<file path="src/rtl/disp_pkg.sv">
// ----------------------------------------------------------------------------
// disp_pkg
//   Definitions shared by the display path: switch capture, the binary-to-BCD
//   converter and the 7-segment digit scanner.
//   - state_t      : converter FSM encoding (ST_IDLE, ST_CONVERT, ST_DONE)
//   - BCD_DIGIT_W  : bits per packed BCD digit
//   - BCD_BLANK    : digit code the scanner renders as an unlit digit
//   - BCD_MAX_DIGIT: largest legal decimal digit
// ----------------------------------------------------------------------------
package disp_pkg;

    localparam int BCD_DIGIT_W = 4;

    localparam logic [BCD_DIGIT_W-1:0] BCD_BLANK     = 4'hF;
    localparam logic [BCD_DIGIT_W-1:0] BCD_MAX_DIGIT = 4'd9;

    // Encoding 2'd3 is unused; the converter steers it back to ST_IDLE.
    typedef enum logic [1:0] {
        ST_IDLE    = 2'd0,
        ST_CONVERT = 2'd1,
        ST_DONE    = 2'd2
    } state_t;

endpackage : disp_pkg

</file>
<file path="src/rtl/bcd_add3.sv">
// ----------------------------------------------------------------------------
// bcd_add3
//   Double-dabble digit correction: a digit of 5 or more gets +3 so that the
//   following left shift carries correctly into the next decimal digit.
//   Ports:
//     digit_i  in   4   BCD scratch digit before the shift
//     digit_o  out  4   corrected digit (4-bit result, no carry out)
// ----------------------------------------------------------------------------
module bcd_add3
    import disp_pkg::*;
(
    input  logic [BCD_DIGIT_W-1:0] digit_i,
    output logic [BCD_DIGIT_W-1:0] digit_o
);

    assign digit_o = (digit_i >= 4'd5) ? (digit_i + 4'd3) : digit_i;

endmodule : bcd_add3

</file>
<file path="src/rtl/bin_to_bcd_seq.sv">
// ----------------------------------------------------------------------------
// bin_to_bcd_seq
//   Sequential shift-add-3 converter from an unsigned binary value to packed
//   BCD, one input bit per clock. The last result is held for the digit
//   scanner until the next conversion completes.
//   Parameters:
//     IN_WIDTH  width of the binary input
//     DIGITS    number of BCD output digits
//   Ports:
//     clk       in   1             clock, rising edge
//     reset     in   1             asynchronous reset, active low
//     bin_in    in   IN_WIDTH      value, sampled only when start is accepted
//     start     in   1             conversion request, accepted only in idle
//     busy      out  1             conversion in progress, start ignored
//     done      out  1             one-cycle pulse: bcd_out/overflow updated
//     bcd_out   out  4*DIGITS      packed BCD, ones digit in [3:0]
//     overflow  out  1             value did not fit in DIGITS digits
// ----------------------------------------------------------------------------
module bin_to_bcd_seq
    import disp_pkg::*;
#(
    parameter int IN_WIDTH = 13,
    parameter int DIGITS   = 4
) (
    input  logic                          clk,
    input  logic                          reset,
    input  logic [IN_WIDTH-1:0]           bin_in,
    input  logic                          start,
    output logic                          busy,
    output logic                          done,
    output logic [BCD_DIGIT_W*DIGITS-1:0] bcd_out,
    output logic                          overflow
);

    localparam int CNT_W = $clog2(IN_WIDTH + 1);
    localparam int SCR_W = BCD_DIGIT_W * DIGITS;
    localparam logic [CNT_W-1:0] LAST_SHIFT = CNT_W'(IN_WIDTH - 1);

    state_t               state_q,   state_d;
    logic [IN_WIDTH-1:0]  shift_q,   shift_d;
    logic [SCR_W-1:0]     scratch_q, scratch_d;
    logic [CNT_W-1:0]     cnt_q,     cnt_d;
    logic                 sticky_q,  sticky_d;
    logic [SCR_W-1:0]     bcd_q,     bcd_d;
    logic                 ovf_q,     ovf_d;
    logic                 done_q,    done_d;

    logic [SCR_W-1:0]     adjusted;

    // Every digit is corrected independently before the shift.
    for (genvar gi = 0; gi < DIGITS; gi++) begin : g_add3
        bcd_add3 u_add3 (
            .digit_i (scratch_q[gi*BCD_DIGIT_W +: BCD_DIGIT_W]),
            .digit_o (adjusted [gi*BCD_DIGIT_W +: BCD_DIGIT_W])
        );
    end

    always_ff @(posedge clk or negedge reset) begin
        if (!reset) begin
            state_q   <= ST_IDLE;
            shift_q   <= '0;
            scratch_q <= '0;
            cnt_q     <= '0;
            sticky_q  <= 1'b0;
            bcd_q     <= '0;
            ovf_q     <= 1'b0;
            done_q    <= 1'b0;
        end else begin
            state_q   <= state_d;
            shift_q   <= shift_d;
            scratch_q <= scratch_d;
            cnt_q     <= cnt_d;
            sticky_q  <= sticky_d;
            bcd_q     <= bcd_d;
            ovf_q     <= ovf_d;
            done_q    <= done_d;
        end
    end

    always_comb begin
        state_d   = state_q;
        shift_d   = shift_q;
        scratch_d = scratch_q;
        cnt_d     = cnt_q;
        sticky_d  = sticky_q;
        bcd_d     = bcd_q;
        ovf_d     = ovf_q;
        done_d    = 1'b0;

        unique case (state_q)
            ST_IDLE: begin
                if (start) begin
                    shift_d   = bin_in;
                    scratch_d = '0;
                    cnt_d     = '0;
                    sticky_d  = 1'b0;
                    state_d   = ST_CONVERT;
                end
            end
            ST_CONVERT: begin
                // {carry, scratch, shift} <<= 1 on the corrected digits; the
                // bit leaving the top digit marks an out-of-range value.
                scratch_d = {adjusted[SCR_W-2:0], shift_q[IN_WIDTH-1]};
                shift_d   = shift_q << 1;
                sticky_d  = sticky_q | adjusted[SCR_W-1];
                cnt_d     = cnt_q + CNT_W'(1);
                if (cnt_q == LAST_SHIFT) begin
                    state_d = ST_DONE;
                end
            end
            ST_DONE: begin
                bcd_d   = scratch_q;
                ovf_d   = sticky_q;
                done_d  = 1'b1;
                state_d = ST_IDLE;
            end
            default: begin
                state_d = ST_IDLE;
            end
        endcase
    end

    assign busy     = (state_q == ST_CONVERT) || (state_q == ST_DONE);
    assign done     = done_q;
    assign bcd_out  = bcd_q;
    assign overflow = ovf_q;

endmodule : bin_to_bcd_seq

</file>
<file path="config.mk">
export PLATFORM = sky130hd
export DESIGN_NAME = bin_to_bcd_seq
export DESIGN_NICKNAME = d
export VERILOG_FILES = /design/src/rtl/disp_pkg.sv /design/src/rtl/bcd_add3.sv /design/src/rtl/bin_to_bcd_seq.sv
export SDC_FILE = /design/constraint.sdc
export NUM_CORES = 1
export LEC_CHECK = 0
export CAP_MARGIN = 0
export CORE_ASPECT_RATIO = 1.1
export CORE_MARGIN = 1
export CORE_UTILIZATION = 38
export CTS_CLUSTER_DIAMETER = 100
export CTS_CLUSTER_SIZE = 25
export DETAILED_ROUTE_END_ITERATION = 8
export GPL_TIMING_DRIVEN = 0
export PLACE_DENSITY = 0.62
export SKIP_CTS_REPAIR_TIMING = 1
export SYNTH_ARGS = -nofsm -noshare
export SYNTH_HDL_FRONTEND = slang
export SYNTH_SLANG_ARGS = --single-unit
</file>
<file path="constraint.sdc">
create_clock -name clk -period 2.66 [get_ports clk]
set_input_delay 0.266 -clock clk [delete_from_list [all_inputs] [get_ports clk]]
set_output_delay 0.266 -clock clk [all_outputs]
set_load 0.05 [all_outputs]
</file>
==> results of run 1 <==
==> cell usage in the layout (no fill, tap or decap), drive strengths merged <==
master         instances
xnor2                  4
o22ai                  4
mux2i                 13
nand2                 23
dlygate4sd3            1
buf                    9
nor2                   1
o311ai                 4
a32o                   4
dfrtp                 54
clkbuf                10
nand2b                 5
nand3                  6
xor2                   4
o21ai                 23
inv                   12
nor2b                  1
bufinv                 1
a21o                   1
and2                   1
mux2                  19
o31ai                  5
a21oi                  5
ha                    15
clkdlybuf4s50         33
o32ai                  3
a22o                   2
nor3                   1
==> through the flow <==
stage | instances | area (sq um) | setup TNS [ns] | setup WS, ns | utilization [%]
5_1_grt | 346 | 3190 | 0 | 0.456 | 48.1
3_3_place_gp | 336 | 3060 | -19.40 | -0.361 | 46.1
3_5_place_dp | 337 | 3070 | 0 | 0.677 | 46.3
6_report | 346 | 3190 | 0 | 0.535 | 48.1
2_1_floorplan | 220 | 2620 | 0 | 0.925 | -
4_1_cts | 345 | 3180 | 0 | 0.512 | 48.0
==> report_power, final <==
| part | switching (mW) | total [mW] | leakage (nW) | internal [mW] |
|---|---|---|---|---|
| clock network | 0.260 | 0.542 | 0.0524 | 0.282 |
| registers | 0.0938 | 1.07 | 0.729 | 0.977 |
| logic | 0.661 | 1.10 | 0.646 | 0.437 |
==> critical path: cells and delay by family, from the launching register on <==
family	cells	cell delay, ns
adder cells (fa/ha/maj)	1	0.28
flip-flops	1	0.39
buffers and inverters	2	0.89
==> sequential cells by signal, indices dropped and copies added, names as in the netlist <==
| name | cells |
|---|---|
| bcd_out | 16 |
| state_q | 2 |
| overflow | 1 |
| cnt_q | 4 |
| scratch_q | 16 |
| done | 1 |
| sticky_q | 1 |
| shift_q | 13 |
==> worst paths after layout <==
kind / startpoint / to / slack [ns]
max in group asynchronous: reset / scratch_q[6]$_DFFE_PN0P_ / 1.59
worst max register to register: state_q[0]$_DFFE_PN0P_ / sticky_q$_DFFE_PN0P_ / 0.72
worst min-delay path: reset / bcd_out[12]$_DFFE_PN0P_ / 0.49
min in group clk: shift_q[10]$_DFFE_PN0P_ / shift_q[10]$_DFFE_PN0P_ / 0.50
worst max-delay path: state_q[0]$_DFFE_PN0P_ / busy / 0.53
worst min register to register: shift_q[10]$_DFFE_PN0P_ / shift_q[10]$_DFFE_PN0P_ / 0.50
==> routing by layer <==
metal / vias to the layer above / routed length [microns] / GRT usage, % / part of all wire, %
li1: 861 / - / - / -
met1: 865 / 2280 / 20.1 / 48
met2: 28 / 2200 / 24.0 / 47
met3: 7 / 148 / 4.08 / 3.1
met4: 0 / 70 / 4.87 / 1.5
met5: - / 0 / 0 / 0
==> cell families after synthesis <==
kind of cell	share of synthesized area (%)
compound gates	13.7
xor+xnor	2.68
fa+ha+maj	7.17
buf+inv	4.16
flops	51.7
mux	13.8
simple gates	6.84
==> area by class of cell <==
class	count	area [sq um]
Clock inverter	1	30.0
Tap cell	82	103
Buffer	10	63.8
Inverter	12	45.0
Clock buffer	7	76.3
Timing Repair Buffer	36	365
Sequential cell	54	1350
Fill cell	643	3440
Multi-Input combinational cell	144	1160
==> Yosys cell counts <==
master | number | share of area (%)
a21o_1 | 1 | 0.29
o311ai_2 | 1 | 0.62
o21ai_0 | 17 | 3.3
nor2b_1 | 1 | 0.24
dfrtp_1 | 54 | 52
and2_4 | 1 | 0.33
buf_4 | 2 | 0.57
nand2_4 | 1 | 0.43
mux2i_4 | 1 | 0.86
mux2_2 | 18 | 7.7
nor3_1 | 1 | 0.19
ha_1 | 15 | 7.2
a21oi_1 | 5 | 0.96
xnor2_1 | 4 | 1.3
mux2i_1 | 12 | 4.6
buf_6 | 2 | 0.86
clkbuf_1 | 3 | 0.43
inv_1 | 12 | 1.7
a32o_1 | 4 | 1.5
o311ai_1 | 3 | 1.0
a22o_1 | 2 | 0.67
xor2_1 | 4 | 1.3
o22ai_1 | 4 | 0.96
mux2_4 | 1 | 0.57
nand2b_1 | 5 | 1.2
nand2_1 | 22 | 3.2
nor2_1 | 1 | 0.14
nand3_1 | 6 | 1.1
buf_2 | 3 | 0.57
o21ai_1 | 6 | 1.1
o32ai_2 | 3 | 1.9
o31ai_1 | 5 | 1.4
==> flow_results.org, run 1 <==
** Status
- Status :: finished, final reports clean

** Synth
- Number of unique standard cell types used by synthesis :: 32
- The cell area that synthesis handed to floorplanning was 2620 sq um.
- Fraction of the yosys area taken by sequential cells :: 51.6%
- During synthesis, Yosys emitted a total of 0 warnings.
- In this run the mean area of a mapped cell was 11.9 sq um.
- The synthesized design contains 54 register bits.
- The number of nets in the synthesized netlist is 251.
- Number of cells produced by synthesis :: 220

** Worst setup path
- The worst setup path is captured at an output port.
- Data on the critical path arrives at its endpoint at 1.86 ns.
- Crit path largest cell delay :: 0.79 ns
- Critical path's slowest cell :: clkdlybuf4s50_1
- WP data required :: 2.39 ns
- Traced cell by cell, the critical path runs through inv_1, ha_1, clkdlybuf4s50_1.
- Worst setup path category :: flop to output port
- In this run the worst path has a maximum fanout of 4.
- The worst setup path is launched from a flop.
- Worst reg2reg path depth :: 6

** Floorplanning
- Cell Rows :: 31
- Ports :: 35
- The die covers 7220 sq um.
- In this run the vertical extent of the chip is 89.0 microns.
- The region available for standard cell placement spans 6630 sq um.
- X dimension of the die :: 81.1 microns
- For this configuration, the core starts out at a cell density of 39.4%.

** Timing
- The worst pin sits at a relative slew slack of 59.4%.
- The number of pins exceeding their max-slew limit in the final report was 0.
- Fin Clk Skew :: 0.0120 ns
- Unrepaired setup endpoints after global routing :: false
- For this run, the top clock speed supported by timing is 0.470 GHz.
- Minimum clock period after layout :: 2.13 ns
- Final count of hold timing violations :: 0
- For the pin with the worst max-slew slack, the measured transition is 0.610 ns.
- The final critical path takes up 79.9% of the cycle.
- Setup violations remaining at the end of the flow were counted as 0.
- Hold WS :: 0.490 ns

** Clock tree
- The clock passes through at most 2 buffers.
- CTS tree :: yes
- Clock latency on the worst-skew pair :: 0.31 ns
- Clock-pin slew was measured on the worst setup and hold paths at 0.10 ns.
- Counting every sink on the clock net gives 54.
- Inserted Clock Buffers :: 5
- The H-tree generated during clock tree synthesis spans 2 levels.
- Root cell of the clock tree :: clkbuf_8

** Cells and area
- The area growth from synthesis to layout is 22.0%.
- Total inserted antenna cells :: 0
- In the final layout, the share of cells above drive strength 1 is 15.5%.
- Final-stage net count :: 294

** Pwr
- The worst-case IR drop observed on VDD is 0.000380 V.
- For this design the static power due to leakage is 1.43 nW.
- In this run the power density over the cells is 850 nW/um^2.
- Total power :: 2.71 mW

** Detailed routing
- First-pass detailed-route iteration total :: 3
- In the routed layout, each cell is associated on average with a via count of 5.09.
- After detailed routing, the total wire length is 4.70 mm.
- Average wire length per cell after detail routing :: 13.6 microns
- Across all layers, the routed design uses 1761 vias.
- The count of nets left with antenna violations once routing finished came out at 0.
- After detailed routing, the number of remaining DRC violations is 0.
- Violation count after the first detailed-routing iteration :: 52

** Global routing
- The first global-routing pass estimated 8.23 mm of wire.
- Via count of the first global-routing pass :: 1688
- Global-route usage over all layers :: 15.1%
- Largest net degree at the start of global routing :: 30
- The number of antenna violations at the first check in global routing came to 0.
- The total overflow left after global routing is 0.

** Placed design
- Placed wire-length estimate :: 3.34 mm
- Last weighted congestion value of the routability-driven placer :: 0.788
- Quantity of I/O buffers inserted on ports :: 34

** Flow run
- The tool flagged a number of max-cap violations equal to 0.

** Min path
- Worst min-delay path category :: input port to asynchronous set/reset pin
Power figures use the tool's default switching activity.
==> run 2, diff against run 1 <==
PLACE_DENSITY = 0.64   (was 0.62)
clock period = 1.77 ns   (was 2.66 ns; I/O delays follow)
==> run 2 against run 1 <==
Setup slack got worse by 0.42 ns; total power grew 50%; first-iteration DRC count shrank 35%; final area rose by 0.98%; critical endpoint is now bcd_out[5].
==> flow_results.org, run 2 (synthesis results as in run 1) <==
** Timing
- Fin Clk Skew :: 0.00900 ns (-0.00304 ns)
- Number of setup violations in the final report :: 0 (unchanged)
- Dividing the final minimum period by the clock period gives 93.4%.
- The number of hold violations in the final report came to 0 (unchanged).
- Minimum clock period after layout :: 1.65 ns
- Slew @ Worst Pin :: 0.601 ns (-0.00881 ns)
- Timing would allow up to 0.605 GHz.
- Max-slew violation count :: 0 (unchanged)
- The worst relative slew slack is 60.0% (+0.59 points).
- Unrepaired setup endpoints after global routing :: false

** Floorplanning
- Ports :: 35 (unchanged)
- The die area was 7220 sq um (unchanged).
- Initial standard-cell utilization of the core :: 39.4% (unchanged)
- Core Box Area :: 6630 sq um (unchanged)
- Cell Rows :: 31 (unchanged)
- Die Ht :: 89.0 microns (unchanged)
- The x dimension of the die came to 81.1 microns (unchanged).

** Clock tree
- The clock-pin slew of the registers on the worst-case setup and hold paths is 0.09 ns (about the same).
- Clock latency on the worst-skew pair :: 0.30 ns (about the same)
- The CTS sink count came to 54 (unchanged).
- Inserted Clock Buffers :: 5 (unchanged)
- Maximum clock path buffer count :: 2 (unchanged)
- CTS tree :: yes
- CTS H-Tree Depth :: 2 (unchanged)
- In this run the clock root is driven by a clkbuf_8.

** Worst setup path
- Reg2Reg Launch Point :: state_q[1]$_DFFE_PN0P_
- By startpoint and endpoint, the worst setup path is classified as flop to output port.
- The kind of cell with the highest combined delay along the critical path is buffers and inverters.
- Cells along the critical path :: clkdlybuf4s50_1
- WP data required :: 1.59 ns (-0.80 ns)
- Origin of the worst setup path :: bcd_out[5]$_DFFE_PN0P_
- Critical path's slowest cell :: clkdlybuf4s50_1
- The worst setup path is launched from a flop.
- Max Fanout on Critical Path :: 2 (-2)
- Endpoint arrival time on the critical path :: 1.48 ns (-0.38 ns)
- The delay of the slowest cell on the worst path was 0.80 ns (about the same).
- Worst Path Buf+Inv :: 1 (-1)
- STA classifies the critical path endpoint as an output port.

** Global routing
- Global-route wire length before repair :: 8.17 mm (-0.75%)
- Global-route congestion overflow total :: 0 (unchanged)
- Largest net degree at the start of global routing :: 30 (unchanged)
- Initial antenna violation count :: 0 (unchanged)
- The number of global-route vias before repair was 1677 (-0.65%).
- Global-route usage over all layers :: 15.0% (-0.15 points)

** Pwr
- Leakage :: 1.46 nW (+2.0%)
- Total power :: 4.08 mW (+50%)
- The power density relative to cell area came to 1270 nW/um^2 (+49%).
- Peak supply drop :: 0.000716 V (+88%)

** Flow run
- Max-cap check violation count :: 0 (unchanged)

** Cells and area
- Final std cells w/o fill :: 349 (+0.87%)
- The count of inserted antenna diode cells was 0 (unchanged).
- The library cell used most frequently in the layout, excluding fill and tap cells, is dfrtp_1.
- Filler cell count in the final layout :: 611 (-5.0%)
- Final-stage net count :: 297 (+1.0%)
- Share of post-route cells with drive strength above 1 :: 19.5% (+3.9 points)
- Leading cell types in the layout, fill and taps excluded :: dfrtp_1, clkdlybuf4s50_1, nand2_1, mux2_2, o21ai_0
- Area added between synthesis and finish :: 23.1%

** Detailed routing
- The post-detailed-route wirelength per cell was 13.7 microns (+0.64%).
- Count of nets left with antenna violations after detail routing :: 0 (unchanged)
- Total wirelength of the detailed-routed design :: 4.77 mm (+1.5%)
- DR DRC count :: 0 (unchanged)
- The via density per instance is 5.07 (-0.41%).
- First-pass detailed-route iteration total :: 4 (+1)
- Via count :: 1769 (+0.45%)
- Violation count after the first detailed-routing iteration :: 34 (-35%)

** Placed design
- The post-placement cell count was 337 (unchanged).
- Placed wire-length estimate :: 3.31 mm (-0.93%)
- The final weighted congestion of routability-driven global placement came to 0.830 (+5.4%).
- Quantity of I/O buffers inserted on ports :: 34 (unchanged)

** Status
- The flow ran to the end, and the final reports show no timing, DRC or antenna violations.

** Min path
- The tightest min-delay check is of the input port to asynchronous set/reset pin type.
==> run 2: cell count changes in the layout (fill, tap and decap cells not counted), sizes merged <==
cell,delta
dlymetal6s2s,+1
clkbuf,+1
clkinv,+1
clkdlybuf4s50,-1
bufinv,-1
buf,+2
==> run 2: path summary, 6_finish.rpt <==
kind,endpoint,slack [ns],cells past startpoint
min reg2reg,shift_q[12]$_DFFE_PN0P_,0.49,2
max in group asynchronous,shift_q[0]$_DFFE_PN0P_,0.81,3
min in group clk,shift_q[0]$_DFFE_PN0P_,0.44,3
max,bcd_out[5],0.12,1
max reg2reg,shift_q[8]$_DFFE_PN0P_,0.13,6
min,bcd_out[14]$_DFFE_PN0P_,0.41,2
==> run 2: report_power, final <==
| group | leakage [nW] | switching (mW) | internal, mW | total [mW] |
|---|---|---|---|---|
| combinational | 0.679 | 1.02 | 0.749 | 1.77 |
| sequential | 0.729 | 0.136 | 1.47 | 1.60 |
| clock | 0.0482 | 0.385 | 0.317 | 0.701 |
| total | 1.46 | 1.54 | 2.53 | 4.08 |
==> run 2: layer usage <==
metal / vias to the layer above / global-route usage, % / share of wire, %
met3: 10 / 3.88 / 3.3
met4: 0 / 5.36 / 1.9
met5: - / 0 / 0
li1: 868 / - / -
met2: 33 / 22.5 / 45
met1: 858 / 20.9 / 49
==> run 2: worst register-to-register path: stages (launching register included) <==
cell	delay, ns
dfrtp_1	0.40
inv_2	0.12
ha_1	0.25
buf_4	0.24
buf_4	0.24
mux2i_1	0.20
o21ai_0	0.09
==> run 2: per-stage QoR <==
| step | util (%) | setup WS (ns) | hold slack (ns) | TNS [ns] | instance area (sq um) |
|---|---|---|---|---|---|
| floorplan | - | 0.0346 | -0.119 | 0 | 2620 |
| global placement | 46.1 | -1.18 | 0.464 | -66.51 | 3060 |
| detailed placement | 46.3 | -0.216 | 0.230 | -3.18 | 3070 |
| CTS | 47.7 | -0.284 | -0.107 | -3.96 | 3170 |
| global route | 48.6 | 0.000469 | 0.463 | 0 | 3220 |
| finish | 48.6 | 0.117 | 0.406 | 0 | 3220 |
==> run 2: layout make-up <==
class | instances | area [sq um] | share of cell area (%)
timing repair buffer | 40 | 398 | 12.3
sequential | 54 | 1350 | 41.9
multi-input combinational | 144 | 1170 | 36.4
inverter | 12 | 45.0 | 1.40
clock buffer | 7 | 86.3 | 2.68
buffer | 9 | 61.3 | 1.90
clock inverter | 1 | 5.00 | 0.155
tap | 82 | 103 | 3.18
